[src/rtl/demux_buf.sv]
// demux_buf: steers one valid/ready input stream into one of two buffered
// output channels (A when in_sel=0, B when in_sel=1). Each channel owns an
// independent 2-entry FIFO, so a stalled consumer on one side never corrupts
// the other side's ordering.
//
// Ports:
//   clk, rst_n          rising-edge clock, asynchronous active-low reset
//   in_valid/in_ready   upstream handshake, in_data/in_sel sampled on push
//   a_valid/a_ready     channel A handshake, a_data = A head word
//   b_valid/b_ready     channel B handshake, b_data = B head word
//   a_count/b_count     words accepted into A/B since reset, mod 256
//
// Handshake: a transfer happens on a rising edge where valid=1 and ready=1
// at that edge. valid never depends combinationally on the same interface's
// ready. in_ready depends only on in_sel and registered occupancy; channel
// outputs come straight from registers, so nothing on in_* reaches a_*/b_*
// without passing through a flop.

module demux_buf #(
  parameter int WIDTH = 4
) (
  input  logic             clk,
  input  logic             rst_n,
  input  logic             in_valid,
  input  logic [WIDTH-1:0] in_data,
  input  logic             in_sel,
  output logic             in_ready,
  output logic             a_valid,
  output logic [WIDTH-1:0] a_data,
  input  logic             a_ready,
  output logic             b_valid,
  output logic [WIDTH-1:0] b_data,
  input  logic             b_ready,
  output logic [7:0]       a_count,
  output logic [7:0]       b_count
);

  // Channel A state
  logic [1:0][WIDTH-1:0] a_mem_q, a_mem_d;
  logic                  a_wr_q, a_wr_d;
  logic                  a_rd_q, a_rd_d;
  logic [1:0]            a_occ_q, a_occ_d;
  logic [7:0]            a_cnt_q, a_cnt_d;

  // Channel B state
  logic [1:0][WIDTH-1:0] b_mem_q, b_mem_d;
  logic                  b_wr_q, b_wr_d;
  logic                  b_rd_q, b_rd_d;
  logic [1:0]            b_occ_q, b_occ_d;
  logic [7:0]            b_cnt_q, b_cnt_d;

  logic push_a, push_b, pop_a, pop_b;

  // Head-of-line: readiness follows only the selected channel, even if the
  // other one has room. Gated by rst_n so nothing is accepted during reset.
  assign in_ready = rst_n & (in_sel ? (b_occ_q < 2'd2) : (a_occ_q < 2'd2));

  assign push_a = in_valid & in_ready & ~in_sel;
  assign push_b = in_valid & in_ready &  in_sel;

  assign a_valid = (a_occ_q != 2'd0);
  assign b_valid = (b_occ_q != 2'd0);
  assign a_data  = a_mem_q[a_rd_q];
  assign b_data  = b_mem_q[b_rd_q];

  // x_ready is ignored while the channel is empty, so no underflow.
  assign pop_a = a_valid & a_ready;
  assign pop_b = b_valid & b_ready;

  assign a_count = a_cnt_q;
  assign b_count = b_cnt_q;

  always_comb begin
    a_mem_d = a_mem_q;
    a_wr_d  = a_wr_q ^ push_a;
    a_rd_d  = a_rd_q ^ pop_a;
    a_occ_d = a_occ_q;
    a_cnt_d = a_cnt_q + {7'd0, push_a};
    if (push_a) a_mem_d[a_wr_q] = in_data;
    // Push and pop together leave occupancy unchanged; a push can only
    // coincide with a pop at occupancy 1 because full blocks in_ready.
    case ({push_a, pop_a})
      2'b10:   a_occ_d = a_occ_q + 2'd1;
      2'b01:   a_occ_d = a_occ_q - 2'd1;
      default: a_occ_d = a_occ_q;
    endcase
  end

  always_comb begin
    b_mem_d = b_mem_q;
    b_wr_d  = b_wr_q ^ push_b;
    b_rd_d  = b_rd_q ^ pop_b;
    b_occ_d = b_occ_q;
    b_cnt_d = b_cnt_q + {7'd0, push_b};
    if (push_b) b_mem_d[b_wr_q] = in_data;
    case ({push_b, pop_b})
      2'b10:   b_occ_d = b_occ_q + 2'd1;
      2'b01:   b_occ_d = b_occ_q - 2'd1;
      default: b_occ_d = b_occ_q;
    endcase
  end

  // Control state: cleared asynchronously, discarding any buffered words.
  always_ff @(posedge clk or negedge rst_n) begin
    if (!rst_n) begin
      a_wr_q  <= 1'b0;
      a_rd_q  <= 1'b0;
      a_occ_q <= 2'd0;
      a_cnt_q <= 8'd0;
      b_wr_q  <= 1'b0;
      b_rd_q  <= 1'b0;
      b_occ_q <= 2'd0;
      b_cnt_q <= 8'd0;
    end else begin
      a_wr_q  <= a_wr_d;
      a_rd_q  <= a_rd_d;
      a_occ_q <= a_occ_d;
      a_cnt_q <= a_cnt_d;
      b_wr_q  <= b_wr_d;
      b_rd_q  <= b_rd_d;
      b_occ_q <= b_occ_d;
      b_cnt_q <= b_cnt_d;
    end
  end

  // Data storage carries no reset; contents are meaningless while the
  // channel's valid is low.
  always_ff @(posedge clk) begin
    a_mem_q <= a_mem_d;
    b_mem_q <= b_mem_d;
  end

endmodule

[config.mk]
export PLATFORM = sky130hd
export DESIGN_NAME = demux_buf
export DESIGN_NICKNAME = d
export VERILOG_FILES = /design/src/rtl/demux_buf.sv
export SDC_FILE = /design/constraint.sdc
export NUM_CORES = 1
export LEC_CHECK = 0
export ABC_CLOCK_PERIOD_IN_PS = 2170
export BUFFER_PORTS_ARGS = -buffer_cell sky130_fd_sc_hd__buf_2
export CAP_MARGIN = 20
export CORE_UTILIZATION = 50
export DETAILED_ROUTE_END_ITERATION = 8
export HOLD_SLACK_MARGIN = 0.1
export PLACE_DENSITY = 0.75
export SETUP_SLACK_MARGIN = 0.5
export SYNTH_ARGS = -nofsm -noshare
export SYNTH_HDL_FRONTEND = slang
export SYNTH_SLANG_ARGS = --single-unit
[constraint.sdc]
create_clock -name clk -period 2.17 [get_ports clk]
set_clock_uncertainty 0.15 [all_clocks]
set_input_delay 0.217 -clock clk [delete_from_list [all_inputs] [get_ports clk]]
set_output_delay 0.217 -clock clk [all_outputs]
set_load 0.1 [all_outputs]
==> results of run 1 <==
==> placed cells by master, fill, tap and decap left out <==
master,n
dfrtp_2,8
dlygate4sd3_1,7
nor2_4,1
dfrtp_1,16
ha_4,10
inv_1,4
mux2_4,8
xor2_1,6
or2_1,1
xnor2_2,4
mux2i_1,1
nor2_1,2
edfxtp_1,16
nand3_2,9
clkbuf_1,2
xnor2_1,10
or2_4,2
buf_6,9
clkbuf_4,6
clkinv_2,1
buf_4,9
and2_4,3
buf_2,24
nand3_1,1
nand3_4,2
and3_4,2
and3_1,3
buf_12,10
==> worst reg2reg max path, cell delays in order (launching register included) <==
cell and delay (ps):
dfrtp_1 420, mux2i_1 200, and2_4 200, and3_4 200
ha_4 160, ha_4 170, nand3_2 90, xnor2_1 210
==> final timing paths <==
path,from,cells after the start,end,slack (ps)
worst min register to register,a_count[7],1,a_count[7],320
worst max-delay path,a_occ_q[1],7,b_count[4],310
worst min-delay path,in_valid,4,b_occ_q[0],140
worst max register to register,a_occ_q[1],7,b_count[4],310
min in group asynchronous,rst_n,2,b_occ_q[1],250
max in group asynchronous,rst_n,3,a_count[0],1000
==> layer usage <==
layer	vias up	routed length [um]	track usage, %
li1	511	-	-
met1	556	1523	25.04
met2	28	2195	35.47
met3	7	180	4.803
met4	0	48	10.20
met5	-	0	0
==> per-stage QoR <==
stage | hold WS (ps) | setup slack [ps]
2_1_floorplan | -228.6 | 144.1
3_3_place_gp | -44.87 | 413.0
3_5_place_dp | -31.77 | 338.4
4_1_cts | 158.4 | 368.4
5_1_grt | 140.8 | 241.4
6_report | 139.6 | 307.6
==> where the power goes <==
part / leakage [nW] / switching (mW) / internal [mW]
sequential: 0.439 / 0.234 / 0.968
combinational: 0.662 / 1.43 / 0.774
clock: 0.0293 / 0.238 / 0.126
total: 1.13 / 1.90 / 1.87
==> cell type report <==
type | instances | area share (%)
clock buffer | 7 | 1.730
clock inverter | 1 | 0.1922
inverter | 4 | 0.5766
multi-input combinational | 65 | 31.72
sequential | 40 | 41.90
tap | 44 | 2.114
timing repair buffer | 60 | 21.77
==> repair_timing <==
| item | in CTS | in global routing |
|---|---|---|
| hold buffers | 7 | 0 |
| endpoints found under the setup margin | 38 | 42 |
| buffers inserted | 9 | 7 |
| pin swaps | 12 | 11 |
| gates resized for setup | 62 | 28 |
| hold endpoints to repair | 42 | 0 |
==> cell families after synthesis <==
kind of cell  after synthesis
fa+ha+maj                  10
simple gates               26
flops                      40
xor+xnor                   20
buf+inv                     4
mux                         9
==> state kept, by name (all words and copies together), names as in the netlist, 2 cells and up <==
register,flops
a_count,8
a_mem_q,8
b_count,8
b_mem_q,8
a_occ_q,2
b_occ_q,2
==> out/qor.csv, run 1 <==
metric,value,unit
synth_ff_type,dfrtp_1,
synth_commonest_cells,"dfrtp_1, edfxtp_1, xnor2_1",
endpoint_kind,register,
grt_pass1_vias,1130,
synth_xor_area_share,10.65,%
clk_pin_slew,110,ps
drt_iter0_markers,17,
synth_compound_area_share,0,%
finalMaxSlewViolations,0,
layout-drive-gt1-share,61.02,%
muxShareOfSynthArea,6.088,%
synth_area_leader_cell,dfrtp_1,
routed_wirelength,3948,um
crit_top_cell,ha_4,
rsz0062_at_grt,yes,
clk_latency,360,ps
p_leak,1.130,nW
synth.area.top_cells,"dfrtp_1, edfxtp_1, ha_1",
multiInputGateArea,825.8,um2
fill_cells,135,
power_density,1449,nW/um2
synthSimpleGateAreaFrac,8.980,%
finalCritPeriodShare,85.83,%
wire_per_inst,17.86,um
fin_crit,1862,ps
worst_slew_pin_slew,563.4,ps
io_pins,37,
max_slew_margin,62.32,%
die-area,3521,um2
netlist_area,1644,um2
fmax,536.9,MHz
first_pass_iters,4,
dp_hpwl,2069,um
viasPerCell,4.986,
ff_latch_area,1091,um2
synth_cell_type_count,13,
cp_data_required_time,2300,ps
crit_arrival,1990,ps
syn_inst,109,
max_cap_viol_count,0,
status,finished clean,
antenna_found_initial,0,
cts_buffers,5,
utilization,84.59,%
cts.path.max_buffers,2,
initial_core_util,53.41,%
nets,196,
synth-async-reset-ratio,60.00,%
cts_tree,built,
crit_buf_inv,0,
grt_max_degree,15,
h-tree-depth,2,
yosysSeqAreaShare,65.75,%
numClockSinks,40,
dpl_cell_area,1967,um2
fp.dieW,59.34,um
setup_viol,0,
coreArea,3078,um2
slowest_delay,420,ps
synth_fa_ha_area_share,7.610,%
synth.most_common_cell,dfrtp_1,
synth_enable_flop_cells,16,
peakVddDrop,1.248,mV
via_count,1102,
drc,0,
startpoint_type,register,
path_class,reg2reg,
place_congestion,0.7167,
ant_nets,0,
gr-usage-all-layers,20.92,%
avgSynthCellArea,15.08,um2
overflow,0,
syn_to_final_growth,58.37,%
fin_area,2604,um2
path_cells,mux2i_1 > and2_4 > and3_4 > ha_4 > ha_4 > nand3_2 > xnor2_1,
cp_max_fo,3,
p_total,3.774,mW
dp.cells,190,
crit_family,simple AND/OR/NAND/NOR gates,
timing_hold_violations_final,0,
synth_nets,129,
yosys_register_bits,40,
port_buffers,36,
antenna_cells,0,
rows,20,
grt_pass1_wl,5078,um
instances_no_fill,221,
hp-class,in2reg,
crit_slowest_cell,dfrtp_1,
finalSetupTns,0,ps
yosys_warnings,0,
synth_top_family_by_area,XOR/XNOR gates,
clockRootBuffer,clkbuf_4,
synth_top_cell_area_share,36.53,%
die_h,59.34,um
No activity file was read; power rests on OpenSTA's default activity.
==> run 2: changes to the inputs <==
- ABC_AREA: not set -> 1
- PLACE_DENSITY: 0.75 -> 0.78
==> run 2 against run 1 <==
  * Cell count grew 33%
  * Clock-buffer cell count shrank 2
  * Setup slack gained 39 ps
  * Utilization shrank 6.6 points
  * Flip-flop and latch count is the same
  * Via count grew 35%
  * Synthesized cell count grew 70%
  * Non-clock buffer count shrank 5
==> out/qor.csv, run 2 <==
metric,value,unit,change
whs,136.7,ps,was 139.6 ps
synth-async-reset-ratio,60.00,%,unchanged
hold_depth,4,,unchanged
cts_buffers,5,,unchanged
synth_enable_flop_cells,16,,unchanged
fmax,548.4,MHz,was 536.9 MHz
grt_max_degree,20,,was 15
viasPerCell,5.058,,was 4.986
drt_iter0_markers,44,,was 17
rsz0062_at_grt,yes,,unchanged
yosys_warnings,0,,unchanged
fin_area,2645,um2,was 2604 um2
synth_top_family_by_area,simple AND/OR/NAND/NOR gates,,was XOR/XNOR gates
netlist_area,1788,um2,was 1644 um2
clk_pin_slew,130,ps,was 110 ps
place_congestion,0.8319,,was 0.7167
yosys_register_bits,40,,unchanged
yosysSeqAreaShare,60.46,%,was 65.75%
crit_arrival,1940,ps,was 1990 ps
reg2reg_from,a_occ_q[1],,unchanged
fin_ws,346.5,ps,was 307.6 ps
clk_latency,360,ps,about the same
endpoint_kind,register,,unchanged
syn_to_final_growth,47.94,%,was 58.37%
fp.dieW,61.80,um,was 59.34 um
dpl_cell_area,2111,um2,was 1967 um2
reg2reg_depth,8,,was 7
synth_cell_type_count,12,,was 13
initial_core_util,52.75,%,was 53.41%
synth.area.top_cells,"dfrtp_1, edfxtp_1, nand2_1",,"was dfrtp_1, edfxtp_1, ha_1"
ff_latch_area,1101,um2,was 1091 um2
wire_per_inst,15.20,um,was 17.86 um
avgSynthCellArea,9.665,um2,was 15.08 um2
synthSimpleGateAreaFrac,22.74,%,was 8.980%
nets,267,,was 196
setup_viol,0,,unchanged
synth_compound_area_share,0,%,unchanged
cts.path.max_buffers,2,,unchanged
timing_hold_violations_final,0,,unchanged
hp-class,in2reg,,unchanged
die-area,3819,um2,was 3521 um2
synth_nets,205,,was 129
fill_cells,220,,was 135
rows,21,,was 20
min-delay-start,in_valid,,unchanged
gr-usage-all-layers,20.25,%,was 20.92%
muxShareOfSynthArea,0,%,was 6.088%
via_count,1487,,was 1102
die_h,61.80,um,was 59.34 um
r2r_slack,350,ps,was 310 ps
first_pass_iters,6,,was 4
cp_max_fo,4,,was 3
grt_pass1_wl,5333,um,was 5078 um
path_class,reg2reg,,unchanged
synth_commonest_cells,"nand2_1, inv_1, dfrtp_1",,"was dfrtp_1, edfxtp_1, xnor2_1"
fin_crit,1824,ps,was 1862 ps
hold_end,a_occ_q[0],,was b_occ_q[0]
crit_path_start,a_occ_q[1],,unchanged
finalSetupTns,0,ps,unchanged
clockRootBuffer,clkbuf_4,,unchanged
routed_wirelength,4468,um,was 3948 um
startpoint_type,register,,unchanged
max_cap_viol_count,0,,unchanged
cp_data_required_time,2290,ps,was 2300 ps
timing.rr.end,b_count[4],,unchanged
grt_pass1_vias,1251,,was 1130
layout-drive-gt1-share,45.16,%,was 61.02%
synth_fa_ha_area_share,6.998,%,was 7.610%
final_cell_mix,"nand2_1, buf_2, inv_1",,"was buf_2, dfrtp_1, edfxtp_1"
drc,0,,unchanged
max_slew_margin,67.77,%,was 62.32%
h-tree-depth,2,,unchanged
coreArea,3390,um2,was 3078 um2
dp_slack,312.5,ps,was 338.4 ps
cts_tree,built,,unchanged
antenna_cells,0,,unchanged
worst_slew_pin_slew,486.8,ps,was 563.4 ps
synth_top_cell_area_share,33.59,%,was 36.53%
synth_ff_type,dfrtp_1,,unchanged
dp_hpwl,2295,um,was 2069 um
antenna_found_initial,0,,unchanged
synth.most_common_cell,nand2_1,,was dfrtp_1
overflow,0,,unchanged
numClockSinks,40,,unchanged
ant_nets,0,,unchanged
finalMaxSlewViolations,0,,unchanged
finalCritPeriodShare,84.03,%,was 85.83%
io_pins,37,,unchanged
final_common_cell,nand2_1,,was buf_2
synth_area_leader_cell,dfrtp_1,,unchanged
syn_inst,185,,was 109
port_buffers,36,,unchanged
status,finished clean,,unchanged
multiInputGateArea,809.5,um2,was 825.8 um2
synth_xor_area_share,3.919,%,was 10.65%
-- run 2: changes by cell type in the layout (fill, tap and decap cells not counted), moves of 5 or more --
cell and delta:
buf_6 -7, inv_1 +16, inv_2 +5, mux2_4 -8, nand2_1 +55, nand2_2 +16, xnor2_1 -8
-- run 2: repair_timing --
action	in CTS	in global routing
endpoints found under the setup margin	18	38
hold endpoints to repair	42	0
resized for setup	36	54
setup buffers	4	7
pin swaps	4	9
hold buffers	7	0
-- run 2: worst max-delay path, cell delays in order (launching register included) --
cell	delay, ps
dfrtp_1	420
nand2_2	100
nand4_1	140
buf_4	190
nor2_4	160
ha_4	190
ha_4	170
nand3_2	80
xor2_1	140
-- run 2: how the worst max path moves through the flow --
stage / to / slack (ps) / depth (start not counted)
2_1_floorplan: b_occ_q[1] / 260 / 8
3_3_place_gp: a_count[4] / 420 / 9
3_5_place_dp: a_count[4] / 310 / 9
4_1_cts: a_count[7] / 450 / 9
5_1_grt: b_count[7] / 250 / 10
6_report: b_count[4] / 350 / 8
-- run 2: layer usage --
metal	up-vias	share of wire (%)	wire, um	track usage [%]
li1	699	-	-	-
met1	733	39	1723	24.97
met2	41	55	2453	33.49
met3	14	3.8	168	6.211
met4	0	2.7	122	7.937
met5	-	0	0	0
-- run 2: cells by family (layout without fill, tap and decap cells) --
logic type	Yosys count	after routing
xor+xnor	8	8
fa+ha+maj	10	10
buf+inv	28	91
flops	40	40
simple gates	99	99
-- run 2: area by class of cell --
class | count | share of cell area (%)
Clock buffer | 5 | 1.419
Clock inverter | 3 | 0.5203
Inverter | 28 | 4.257
Multi-Input combinational cell | 117 | 30.61
Sequential cell | 40 | 41.63
Tap cell | 46 | 2.176
Timing Repair Buffer | 55 | 19.39
-- run 2: stage by stage --
| step | std cells | utilization (%) |
|---|---|---|
| final | 294 | 78.04 |
| after global placement | 268 | 62.27 |
| after detailed placement | 268 | 62.27 |
| after floorplan | 185 | - |
| after global routing | 294 | 78.04 |
| after CTS | 287 | 70.25 |
Power of run 2 is left out: the tool's default activity adds up to more than one toggle a clock period on the data nets, which glitch-free logic cannot reach.
